File: src/rtl/led_seq_ctrl.sv
// ---------------------------------------------------------------------------
// led_seq_ctrl
//   Run-time sequencer for the board's four LEDs. A prescaler generates step
//   ticks, and a three-state FSM (IDLE/RUN/PAUSE) steps one of four patterns
//   for LAPS full cycles before it signals completion and returns to IDLE.
//
// Parameters
//   TICK_CYCLES  clk cycles per pattern step (>= 2)
//   LAPS         full 4-step cycles before auto-stop, 0 = run until stopped
//
// Ports
//   clk     in   system clock
//   rst     in   synchronous reset, active-high
//   start   in   one-cycle pulse, begin sequence (mode latched here)
//   stop    in   one-cycle pulse, abort to IDLE
//   pause   in   one-cycle pulse, toggle RUN/PAUSE
//   mode    in   [1:0] pattern: 0 chase, 1 fill, 2 reverse chase, 3 blink
//   speed   in   [1:0] step period divider TICK_CYCLES >> speed
//                (present only when LED_SEQ_SPEED_EN is defined)
//   led     out  [3:0] registered LED drive, 1 = on
//   busy    out  high while not IDLE
//   done    out  one-cycle pulse when the lap limit is reached
//   step    out  [1:0] current step index
//
// Build option
//   LED_SEQ_SPEED_EN  adds the speed port; undefined, the step period is
//                     always TICK_CYCLES.
//
// state   | meaning
// S_IDLE  | LEDs off, prescaler cleared, waiting for start
// S_RUN   | prescaler counting, pattern advancing on each tick
// S_PAUSE | prescaler, step, lap and LEDs frozen until the next pause pulse
// ---------------------------------------------------------------------------
module led_seq_ctrl #(
  parameter int unsigned TICK_CYCLES = 12_000_000,
  parameter int unsigned LAPS        = 3
) (
  input  logic       clk,
  input  logic       rst,
  input  logic       start,
  input  logic       stop,
  input  logic       pause,
  input  logic [1:0] mode,
`ifdef LED_SEQ_SPEED_EN
  input  logic [1:0] speed,
`endif
  output logic [3:0] led,
  output logic       busy,
  output logic       done,
  output logic [1:0] step
);

  localparam int PW = $clog2(TICK_CYCLES);
  localparam int LW = (LAPS < 2) ? 1 : $clog2(LAPS + 1);

  typedef enum logic [1:0] {
    S_IDLE  = 2'd0,
    S_RUN   = 2'd1,
    S_PAUSE = 2'd2
  } state_t;

  state_t          r_state;
  logic [PW-1:0]   r_presc;
  logic [1:0]      r_step;
  logic [LW-1:0]   r_lap;
  logic [1:0]      r_mode;
  logic [3:0]      r_led;
  logic            r_busy;
  logic            r_done;

  logic [PW-1:0]   w_tc;
  logic            w_tick;
  logic [1:0]      w_step_nxt;
  logic [LW-1:0]   w_lap_nxt;
  logic            w_lap_hit;

  function automatic logic [3:0] f_pattern(input logic [1:0] m, input logic [1:0] s);
    logic [3:0] p;
    p = 4'b0000;
    case (m)
      2'd0: p = 4'b0001 << s;
      2'd1: begin
        case (s)
          2'd0:    p = 4'b0001;
          2'd1:    p = 4'b0011;
          2'd2:    p = 4'b0111;
          default: p = 4'b1111;
        endcase
      end
      2'd2: p = 4'b1000 >> s;
      default: p = s[0] ? 4'b0000 : 4'b1111;
    endcase
    return p;
  endfunction

`ifdef LED_SEQ_SPEED_EN
  logic [1:0]  r_speed;
  logic [31:0] w_period;

  // Divided period never drops below two cycles so the prescaler still wraps.
  always_comb begin
    w_period = 32'(TICK_CYCLES) >> r_speed;
    if (w_period < 32'd2) w_period = 32'd2;
    w_tc = PW'(w_period - 32'd1);
  end
`else
  assign w_tc = PW'(TICK_CYCLES - 1);
`endif

  always_comb begin
    w_tick     = (r_presc == w_tc);
    w_step_nxt = r_step + 2'd1;
    w_lap_nxt  = r_lap + LW'(1);
    // Lap limit is only reachable on the 3->0 wrap; LAPS == 0 never stops.
    w_lap_hit  = (LAPS != 0) && (r_step == 2'd3) && (w_lap_nxt == LW'(LAPS));
  end

  always_ff @(posedge clk) begin
    if (rst) begin
      r_state <= S_IDLE;
      r_presc <= '0;
      r_step  <= '0;
      r_lap   <= '0;
      r_mode  <= '0;
      r_led   <= '0;
      r_busy  <= 1'b0;
      r_done  <= 1'b0;
`ifdef LED_SEQ_SPEED_EN
      r_speed <= '0;
`endif
    end else begin
      r_done <= 1'b0;
      case (r_state)
        S_IDLE: begin
          r_presc <= '0;
          r_led   <= '0;
          // stop outranks start, so a coincident pair leaves us idle.
          if (start && !stop) begin
            r_state <= S_RUN;
            r_busy  <= 1'b1;
            r_step  <= 2'd0;
            r_lap   <= '0;
            r_mode  <= mode;
            r_led   <= f_pattern(mode, 2'd0);
`ifdef LED_SEQ_SPEED_EN
            r_speed <= speed;
`endif
          end
        end

        S_RUN: begin
          if (stop) begin
            r_state <= S_IDLE;
            r_busy  <= 1'b0;
            r_presc <= '0;
            r_step  <= '0;
            r_lap   <= '0;
            r_led   <= '0;
          end else if (w_tick) begin
            r_presc <= '0;
            if (w_lap_hit) begin
              r_state <= S_IDLE;
              r_busy  <= 1'b0;
              r_done  <= 1'b1;
              r_step  <= '0;
              r_lap   <= '0;
              r_led   <= '0;
            end else begin
              r_step <= w_step_nxt;
              r_led  <= f_pattern(r_mode, w_step_nxt);
              if (r_step == 2'd3) r_lap <= w_lap_nxt;
              // The step still advances on a coincident tick; pause then freezes it.
              if (pause) r_state <= S_PAUSE;
            end
          end else begin
            // The pause edge itself still counts, so resuming neither loses
            // nor repeats a cycle of the current step.
            r_presc <= r_presc + PW'(1);
            if (pause) r_state <= S_PAUSE;
          end
        end

        S_PAUSE: begin
          if (stop) begin
            r_state <= S_IDLE;
            r_busy  <= 1'b0;
            r_presc <= '0;
            r_step  <= '0;
            r_lap   <= '0;
            r_led   <= '0;
          end else if (pause) begin
            r_state <= S_RUN;
          end
        end

        default: begin
          r_state <= S_IDLE;
          r_busy  <= 1'b0;
          r_led   <= '0;
        end
      endcase
    end
  end

  assign led  = r_led;
  assign busy = r_busy;
  assign done = r_done;
  assign step = r_step;

endmodule

File: config.mk
export PLATFORM = sky130hd
export DESIGN_NAME = led_seq_ctrl
export DESIGN_NICKNAME = d
export VERILOG_FILES = /design/src/rtl/led_seq_ctrl.sv
export SDC_FILE = /design/constraint.sdc
export NUM_CORES = 1
export LEC_CHECK = 0
export ABC_AREA = 0
export BUFFER_PORTS_ARGS = -buffer_cell sky130_fd_sc_hd__buf_4
export CAP_MARGIN = 20
export CORE_MARGIN = 1
export CORE_UTILIZATION = 45
export DETAILED_ROUTE_END_ITERATION = 16
export PLACE_DENSITY = 0.62
export SLEW_MARGIN = 20
export SYNTH_ARGS = -nofsm -noshare
export SYNTH_HDL_FRONTEND = slang
export SYNTH_SLANG_ARGS = --single-unit
File: constraint.sdc
create_clock -name clk -period 2 [get_ports clk]
set_input_delay 0.2 -clock clk [delete_from_list [all_inputs] [get_ports clk]]
set_output_delay 0.2 -clock clk [all_outputs]
set_load 0.05 [all_outputs]
### Yosys cells after proc, flatten, opt, wreduce, memory -nomap -nowiden

Cells that the tools add are included.

| operators by class | value |
|---|---|
| add/subtract/negate cells | 3 |
| equality and inequality tests | 17 |
| shifts and indexed selects | 2 |
| mux-type cells | 40 |
| bitwise gates (word level) | 2 |
| reductions and logical operators | 17 |

Operators by type and width:

| cell | number |
|---|---|
| $mux 24 | 3 |
| $pmux 24 s3 | 1 |
| $pmux 4 s3 | 3 |
| $mux 2 | 16 |
| $add 24x1->24 const B | 1 |
| $eq 24x24->1 const B | 1 |
| $mux 4 | 6 |
| $pmux 2 s3 | 3 |
| $eq 2x2->1 const B | 6 |
| $ne 3x3->1 const B | 3 |
| $eq 2x1->1 const B | 4 |
| $logic_not 2->1 | 4 |
| $pmux 4 s2 | 1 |
| $reduce_and 2->1 | 4 |
| $reduce_and 4->1 | 2 |
| $mux 1 | 6 |
| $reduce_and 5->1 | 1 |
| $add 2x1->2 const B | 2 |
| $ne 2x2->1 const B | 2 |
| $ne 4x4->1 const B | 1 |
| $reduce_or 4->1 | 1 |
| $shl 1x2->4 const A | 1 |
| $shr 4x2->4 const A | 1 |
| $pmux 1 s3 | 1 |
| other kinds (5) | 7 |

| storage, ports and cells | value |
|---|---|
| flip-flop bits (word level) | 38 |
| input port bits | 7 |
| output and inout port bits | 8 |
| logic and storage cells | 89 |

### Logic depth before layout (Yosys ltp)

Gate-level depths: netlist of run 1.

| logic depth | value |
|---|---|
| depth after elaboration | 8 |
| depth in mapped cells | 7 |
| depth with buffers taken out | 7 |

### Worst setup path before layout of run 1

OpenSTA, ideal clock, no wires.

| timing | value |
|---|---|
| path kind | register to register |
| start point | register r_presc[0] |
| end point | register r_state[1] |
| library setup time | 0.138 ns |
| arrival time | 1.732 ns |
| required time | 1.862 ns |
| setup slack | 0.130 ns |
| stages on the path, launching flop included | 7 |
| buffers on the path | 0 |
| period minus slack after synthesis | 1.870 ns |
| cells stage by stage | dfxtp_1 -> ha_1 -> nand3_1 -> or2_4 -> nor4_4 -> a31o_2 -> a221oi_1 |

| between the ends | value |
|---|---|
| word-level cells in the longest chain between the ends | 4 |

RTL lines:

| item | line | source |
|---|---|---|
| start, declared | 63 | `logic [PW-1:0] r_presc;` |
| start signal, assigned | 178 | `r_presc <= r_presc + PW'(1);` |
| $eq 24x24->1 | 111 | `w_tick = (r_presc == w_tc);` |
| $mux 2 | 159 | `end else if (w_tick) begin` |
| $mux 2 | 152 | `if (stop) begin` |
| $pmux 2 s3 | 133 | `case (r_state)` |
| end signal, assigned | 139 | `r_state <= S_RUN;` |
| end signal, assigned | 153 | `r_state <= S_IDLE;` |
| end signal, assigned | 162 | `r_state <= S_IDLE;` |
| end, declared | 62 | `state_t r_state;` |

No other way between the ends.
A chain may end at the register's enable or synchronous reset.

### Worst setup path in the final report of run 1

| timing | value |
|---|---|
| start point | register r_presc[0] |
| end point | register r_state[0] |

Same word-level chain as after synthesis.

==> results of run 1 <==
## logic make-up after synthesis
logic type / Yosys count / synth area share, %
adders and majority gates: 7 / 4.05
xor gates and xnor gates: 12 / 4.86
AOI/OAI and AO/OA: 67 / 19.9
buffers and inverters: 23 / 4.45
DFF: 38 / 35.2
muxes: 6 / 2.78
and+or+nand+nor: 105 / 28.8
## power by group
part	switching [W]	internal, W
registers	0.0000114	0.000766
clock network	0.000269	0.000278
logic	0.0000842	0.0000520
## through the flow
stage	hold slack, ns	total power, W	TNS (ns)
after global routing	0.162	0.00152	-0.0200
after global placement	0.454	0.000929	0
final	0.164	0.00146	0
after CTS	0.161	0.00147	0
after floorplan	0.347	0.000883	0
after detailed placement	0.462	0.000929	0
## synthesized netlist by cell type, types with 2 or more instances
cell,number,area share [%]
o21ai_0,16,3.7
nor3_1,3,0.69
dfxtp_1,38,35
mux2i_1,6,2.8
nand3_1,16,3.7
a311o_1,2,0.93
or3_1,3,0.87
ha_1,7,4.0
o41ai_1,2,0.81
clkbuf_1,8,1.4
a21oi_2,2,0.81
xnor2_1,4,1.6
nor4_4,3,2.9
nor4_1,2,0.58
a31oi_1,11,3.2
nor2_1,25,4.3
o211ai_1,4,1.4
and3_1,6,1.7
and2_1,2,0.58
a41oi_1,2,0.81
nand4_1,8,2.3
a22oi_1,3,1.0
a21oi_1,17,3.9
nand2_1,19,3.3
nand2b_1,4,1.2
inv_1,9,1.6
xor2_1,8,3.2
buf_2,5,1.2
## flip-flops by register name (all words and copies together) (netlist names)
signal   count
r_lap        2
r_mode       2
r_state      2
done         1
led          4
busy         1
step         2
r_presc     24
## path summary, 6_finish.rpt
check | end | slack (ns) | depth (start not counted)
setup / recovery | r_state[0] | 0.05 | 7
hold / removal | r_mode[0] | 0.16 | 3
setup reg to reg | r_state[0] | 0.05 | 7
hold reg to reg | led[3] | 0.48 | 2
## metal layers
metal / GRT usage, % / part of all wire, %
met1: 30.3 / 49
met2: 33.5 / 45
met3: 3.80 / 4.2
met4: 6.67 / 1.1
met5: 0 / 0
## final cells by class
type	instances	share of cell area (%)
timing repair buffer	40	11.8
tap	52	2.52
inverter	9	1.31
multi-input combinational	197	51.4
sequential	38	29.5
clock buffer	7	3.34
clock inverter	1	0.194
## cell usage in the layout, fill, tap and decap left out, types with 4 or more instances in the layout
cell      count
nand2b_1      4
nand2_1      19
and3_1        6
nor2_1       25
xnor2_1       4
nand3_1      15
o211ai_1      4
o21ai_0      16
inv_1         9
nand4_1       8
a21oi_1      16
xor2_1        8
clkbuf_8      6
dfxtp_1      37
a31oi_1      11
mux2i_1       6
ha_1          6
buf_4        39
## worst min-delay path, cell delays in order
cell	delay, ns
buf_4	0.09
mux2i_1	0.06
nor2_1	0.07
## repair_timing
item / CTS / global route
resized for setup: 0 / 7
buffers inserted: 0 / 6
setup endpoints to repair: 0 / 10
==> metrics.md, run 1 <==
| Metric | Value |
|---|---|
| Diodes inserted | 0 |
| Placed cell areas | 2420 sq um |
| Clk sink count | 38 |
| Mapped Cells | 258 |
| Total CTS buffers | 5 |
| Post-layout util | 57.8% |
| R2R Path Start | r_presc[0] |
| Initial antenna violation count | 0 |
| CTS max path bufs | 2 |
| Yosys warns | 0 |
| Synth cell types | 51 |
| Vias in the first global route | 1788 |
| Global route total overflow | 0 |
| Input/output buffers | 14 |
| Detailed-placement wirelength estimate | 3770 um |
| Area Growth Syn to Fin | 19.5% |
| Largest net degree at the start of global routing | 19 |
| Core Box Area | 4470 sq um |
| Die area | 5090 sq um |
| EDFF count, synth | 0 |
| Cell area after layout | 2580 sq um |
| Final GP Congestion | 0.811 |
| CP endpoint kind | flop |
| Static leakage | 0.953 nW |
| Post-route insts no fill | 344 |
| CP bufs+invs | 1 |
| Critical Path RT | 2.16 ns |
| Cells after DPL | 330 |
| Worst slack, placed | 0.0755 ns |
| Initial Util | 48.4% |
| Hold Crit Start | mode[0] |
| Storage cell area | 762 sq um |
| Status | complete, no violations |
| Drt via density | 5.81 |
| Syn_nets | 272 |
| Period utilization | 97.3% |
| Worst skew pair latency | 0.29 ns |
| Slowest cell on the critical path | a2111oi_0 |
| Area of the multi-input gates | 1330 sq um |
| Ys flop type | dfxtp_1 |
| Seq cells post-synth | 38 |
| Slew @ Worst Pin | 0.556 ns |
| Maxcap violations | 0 |
| Hold-fix buffers, CTS | 0 |
| DRC viols | 0 |
| Worst setup margin | 0.0544 ns |
| Setup Skew | 0.00800 ns |
| Sequential-to-total area share from yosys stat | 35.2% |
| CP max stage delay | 0.41 ns |
| Critical path type | flop to flop |
| Fmax | 0.514 GHz |
| Pwr dens | 565 nW/um^2 |
| CP Launch Point | r_presc[0] |
| Final ANT Viol Nets | 0 |
| CTS tree | done |
| Worst rel slew slack | 62.6% |
| Asr flop ratio synth | 0% |
| Min cycle time layout | 1.95 ns |
| Crit path max-delay family | compound AO/OA/AOI/OAI gates |
| Syn Area/Cell | 8.38 sq um |
| Final hold violation count | 0 |
| HP Class | input pin to flop |
| Share of cells above drive strength 1 | 21.9% |
| Die Width | 71.3 um |
| CP Launch Type | flop |
| CP max FO | 4 |
| Finish-stage setup viols | 0 |
| Synth Cell Area | 2160 sq um |
| Routed len/inst | 15.2 um |
| DRT iter0 DRCs | 123 |
| DRT Pass-1 Iters | 4 |
| Die H | 71.3 um |
| Fillers | 421 |
| Root Driver | clkbuf_8 |
| Total GRT Usage | 21.5% |
| I/O pin cnt | 15 |
| First-pass GRT wire length | 8520 um |
| CP Cell Sequence | ha_2, nand3_1, or2_4, nor4_4, buf_4, a311o_1, a2111oi_0 |
| H-tree lvl count | 2 |
| Slew Limit Fails | 0 |
| Via count | 1998 |
| Overall routed net length | 5250 um |
| # nets final | 305 |
| Worst path arrival time | 2.10 ns |
| Max VDD drop | 0.313 mV |
| Clock transition at path regs | 0.08 ns |
| # rows | 24 |
Note: power is estimated with default switching activity, not from simulation.
==> inputs of run 2 (changes only) <==
--- a/config.mk
+++ b/config.mk
@@ -5,7 +5,7 @@
 export SDC_FILE = /design/constraint.sdc
 export NUM_CORES = 1
 export LEC_CHECK = 0
-export ABC_AREA = 0
+export ABC_AREA = 1
 export BUFFER_PORTS_ARGS = -buffer_cell sky130_fd_sc_hd__buf_4
 export CAP_MARGIN = 20
 export CORE_MARGIN = 1
==> run 2 against run 1 <==
  * Via count is 5.9% higher
  * Critical path depth is 3 higher
  * Fmax is 14% higher
  * Core utilization is 5.1 points lower
  * Non-clock buffer count is 25 lower
  * Clock power is 3% higher
  * Sequential cell count stayed put
  * Critical path type unchanged
  * Critical endpoint is now led[1]
  * Largest cell class unchanged
  * Highest routed layer unchanged
==> metrics.md, run 2 <==
| Metric | Value |
|---|---|
| Post-cts sizing count | 0 (unchanged) |
| Die area | 5270 sq um (+3.6%) |
| Max reg flops | 24 (unchanged) |
| Initial antenna violation count | 0 (unchanged) |
| Leading area contributor after synthesis | dfxtp_1 |
| Static leakage | 1.02 nW (+7.3%) |
| First-pass GRT wire length | 8750 um (+2.7%) |
| Largest net degree at the start of global routing | 16 (-3) |
| Sequential-to-total area share from yosys stat | 33.9% (-1.3 points) |
| Most frequent cell after synthesis | nand2_1 |
| Slew Limit Fails | 0 (unchanged) |
| R2R Path End | led[1] |
| Detailed-placement wirelength estimate | 3760 um (-0.11%) |
| Seq cells post-synth | 38 (unchanged) |
| DRC viols | 0 (unchanged) |
| Slew @ Worst Pin | 0.446 ns (-0.110 ns) |
| Setup Buffers After CTS | 0 (unchanged) |
| Worst path arrival time | 1.90 ns (-0.20 ns) |
| Routed len/inst | 12.0 um (-21%) |
| I/O pin cnt | 15 (unchanged) |
| Clk sink count | 38 (unchanged) |
| Total CTS buffers | 5 (unchanged) |
| Root Driver | clkbuf_8 |
| Ys flop type | dfxtp_1 |
| Critical Path RT | 2.19 ns (+0.03 ns) |
| Share of cells above drive strength 1 | 13.6% (-8.3 points) |
| H-tree lvl count | 2 (unchanged) |
| Die Width | 72.6 um (+1.8%) |
| Setup Skew | 0.00866 ns (+0.000659 ns) |
| Status | complete, no violations |
| Final hold violation count | 0 (unchanged) |
| Max VDD drop | 0.354 mV (+13%) |
| Critical path type | flop to flop |
| Commonest non-fill, non-tap cell in the layout | nand2_1 |
| Syn Area/Cell | 6.68 sq um (-20%) |
| Drt via density | 5.04 (-13%) |
| Post-synth top area share | 33.9% (-1.3 points) |
| Worst rel slew slack | 70.2% (+7.6 points) |
| Worst skew pair latency | 0.30 ns (about the same) |
| Finish-stage setup viols | 0 (unchanged) |
| FF-to-FF path depth | 10 (+3) |
| # nets final | 366 (+20%) |
| Post-route setup TNS | 0 ns (unchanged) |
| Post-layout util | 52.6% (-5.1 points) |
| CTS tree | done |
| DRT Pass-1 Iters | 4 (unchanged) |
| Setup crit end | led[1] |
| Mapped Cells | 336 (+30%) |
| Vias in the first global route | 1969 (+10%) |
| Core Box Area | 4750 sq um (+6.3%) |
| DRT iter0 DRCs | 162 (+32%) |
| Diodes inserted | 0 (unchanged) |
| Area Growth Syn to Fin | 11.5% |
| Final ANT Viol Nets | 0 (unchanged) |
| EDFF count, synth | 0 (unchanged) |
| CP endpoint kind | flop |
| Ranking of synthesized cells by area | dfxtp_1 (34%), nand2_1 (12%), nor2_1 (8.4%), inv_1 (6.9%), a21oi_1 (4.2%) |
| Asr flop ratio synth | 0% (unchanged) |
| RSZ-0062 raised after global routing | false |
| HP Class | input pin to flop |
| # rows | 25 (+4.2%) |
| Overall routed net length | 5060 um (-3.6%) |
| FF-to-FF setup slack | 0.30 ns (+0.24 ns) |
| Via count | 2115 (+5.9%) |
| Maxcap violations | 0 (unchanged) |
| Synth Cell Area | 2240 sq um (+3.8%) |
| Hold-fix buffers, CTS | 0 (unchanged) |
| Highest-count cells in the layout ignoring fill and taps | nand2_1 (71), nor2_1 (50), inv_1 (41) |
| Syn_nets | 350 (+29%) |
| CP max FO | 8 (+4) |
| Post-synth top cells | nand2_1 (71), nor2_1 (50), inv_1 (41) |
| CTS max path bufs | 2 (unchanged) |
| Pwr dens | 679 nW/um^2 (+20%) |
| Die H | 72.6 um (+1.8%) |
| Min cycle time layout | 1.70 ns (-0.241 ns) |
| Fmax | 0.587 GHz (+14%) |
| R2R Path Start | r_presc[0] |
| Initial Util | 47.2% (-1.1 points) |
| CP Launch Type | flop |
| Clock transition at path regs | 0.08 ns (about the same) |
| Reg with most FFs | r_presc |
| Total GRT Usage | 21.2% (-0.33 points) |
| Synth cell types | 37 (-27%) |
| Input/output buffers | 14 (unchanged) |
| Final GP Congestion | 0.829 (+2.2%) |
| Global route total overflow | 0 (unchanged) |
| Period utilization | 85.2% (-12 points) |
| CP Launch Point | r_presc[0] |
| Yosys warns | 0 (unchanged) |
==> run 2: worst max-delay path, stage by stage (launching register included) <==
cell	delay [ns]
dfxtp_1	0.38
ha_1	0.20
nand3_1	0.20
nor2_2	0.21
nand3_2	0.12
nand2_4	0.13
nand2_2	0.08
inv_2	0.09
nand2_1	0.05
o21ai_0	0.06
nor2_1	0.06
==> run 2: kinds of logic (layout without fill, tap and decap cells) <==
family / count (synthesis) / count (layout) / synth area share (%)
and+or+nand+nor: 183 / 183 / 38.1
AOI/OAI and AO/OA: 52 / 52 / 13.4
buffers and inverters: 52 / 69 / 9.20
DFF: 38 / 38 / 33.9
adders and majority gates: 7 / 7 / 3.90
xor gates and xnor gates: 4 / 4 / 1.56
==> run 2: cell type report <==
| class | instances | area (sq um) |
|---|---|---|
| fill | 518 | 2250 |
| sequential | 38 | 761 |
| inverter | 46 | 173 |
| multi-input combinational | 246 | 1280 |
| clock inverter | 2 | 12.5 |
| timing repair buffer | 15 | 113 |
| tap | 67 | 83.8 |
| clock buffer | 6 | 82.6 |
==> run 2: where the power goes <==
group,total [W],internal [W],switching (W)
clock network,0.000564,0.000277,0.000287
registers,0.000817,0.000788,0.0000284
logic,0.000319,0.000102,0.000217
total,0.00170,0.00117,0.000532
==> run 2: worst min path at each step <==
stage | from | to | slack, ns | cells past startpoint
floorplan | rst | r_presc[0] | 0.28 | 1
global placement | busy | busy | 0.44 | 2
detailed placement | busy | busy | 0.44 | 2
CTS | rst | r_mode[1] | 0.19 | 2
global route | rst | r_presc[1] | 0.18 | 2
finish | rst | r_presc[18] | 0.19 | 2
==> run 2: metrics by stage <==
step	hold WS, ns	instances	power, W	instance area [sq um]	setup WS, ns
floorplan	0.278	336	0.00107	2240	0.183
global placement	0.442	412	0.00115	2410	0.393
detailed placement	0.441	412	0.00115	2410	0.306
CTS	0.187	420	0.00171	2500	0.285
global route	0.184	420	0.00179	2500	0.117
finish	0.188	420	0.00170	2500	0.295
==> run 2: layer usage <==
metal / wire [um] / GRT usage, % / vias to the layer above
met5: 0 / 0 / -
met4: 47 / 6.54 / 0
met3: 149 / 4.14 / 6
met2: 2390 / 35.5 / 38
met1: 2460 / 27.4 / 947
li1: - / - / 1124
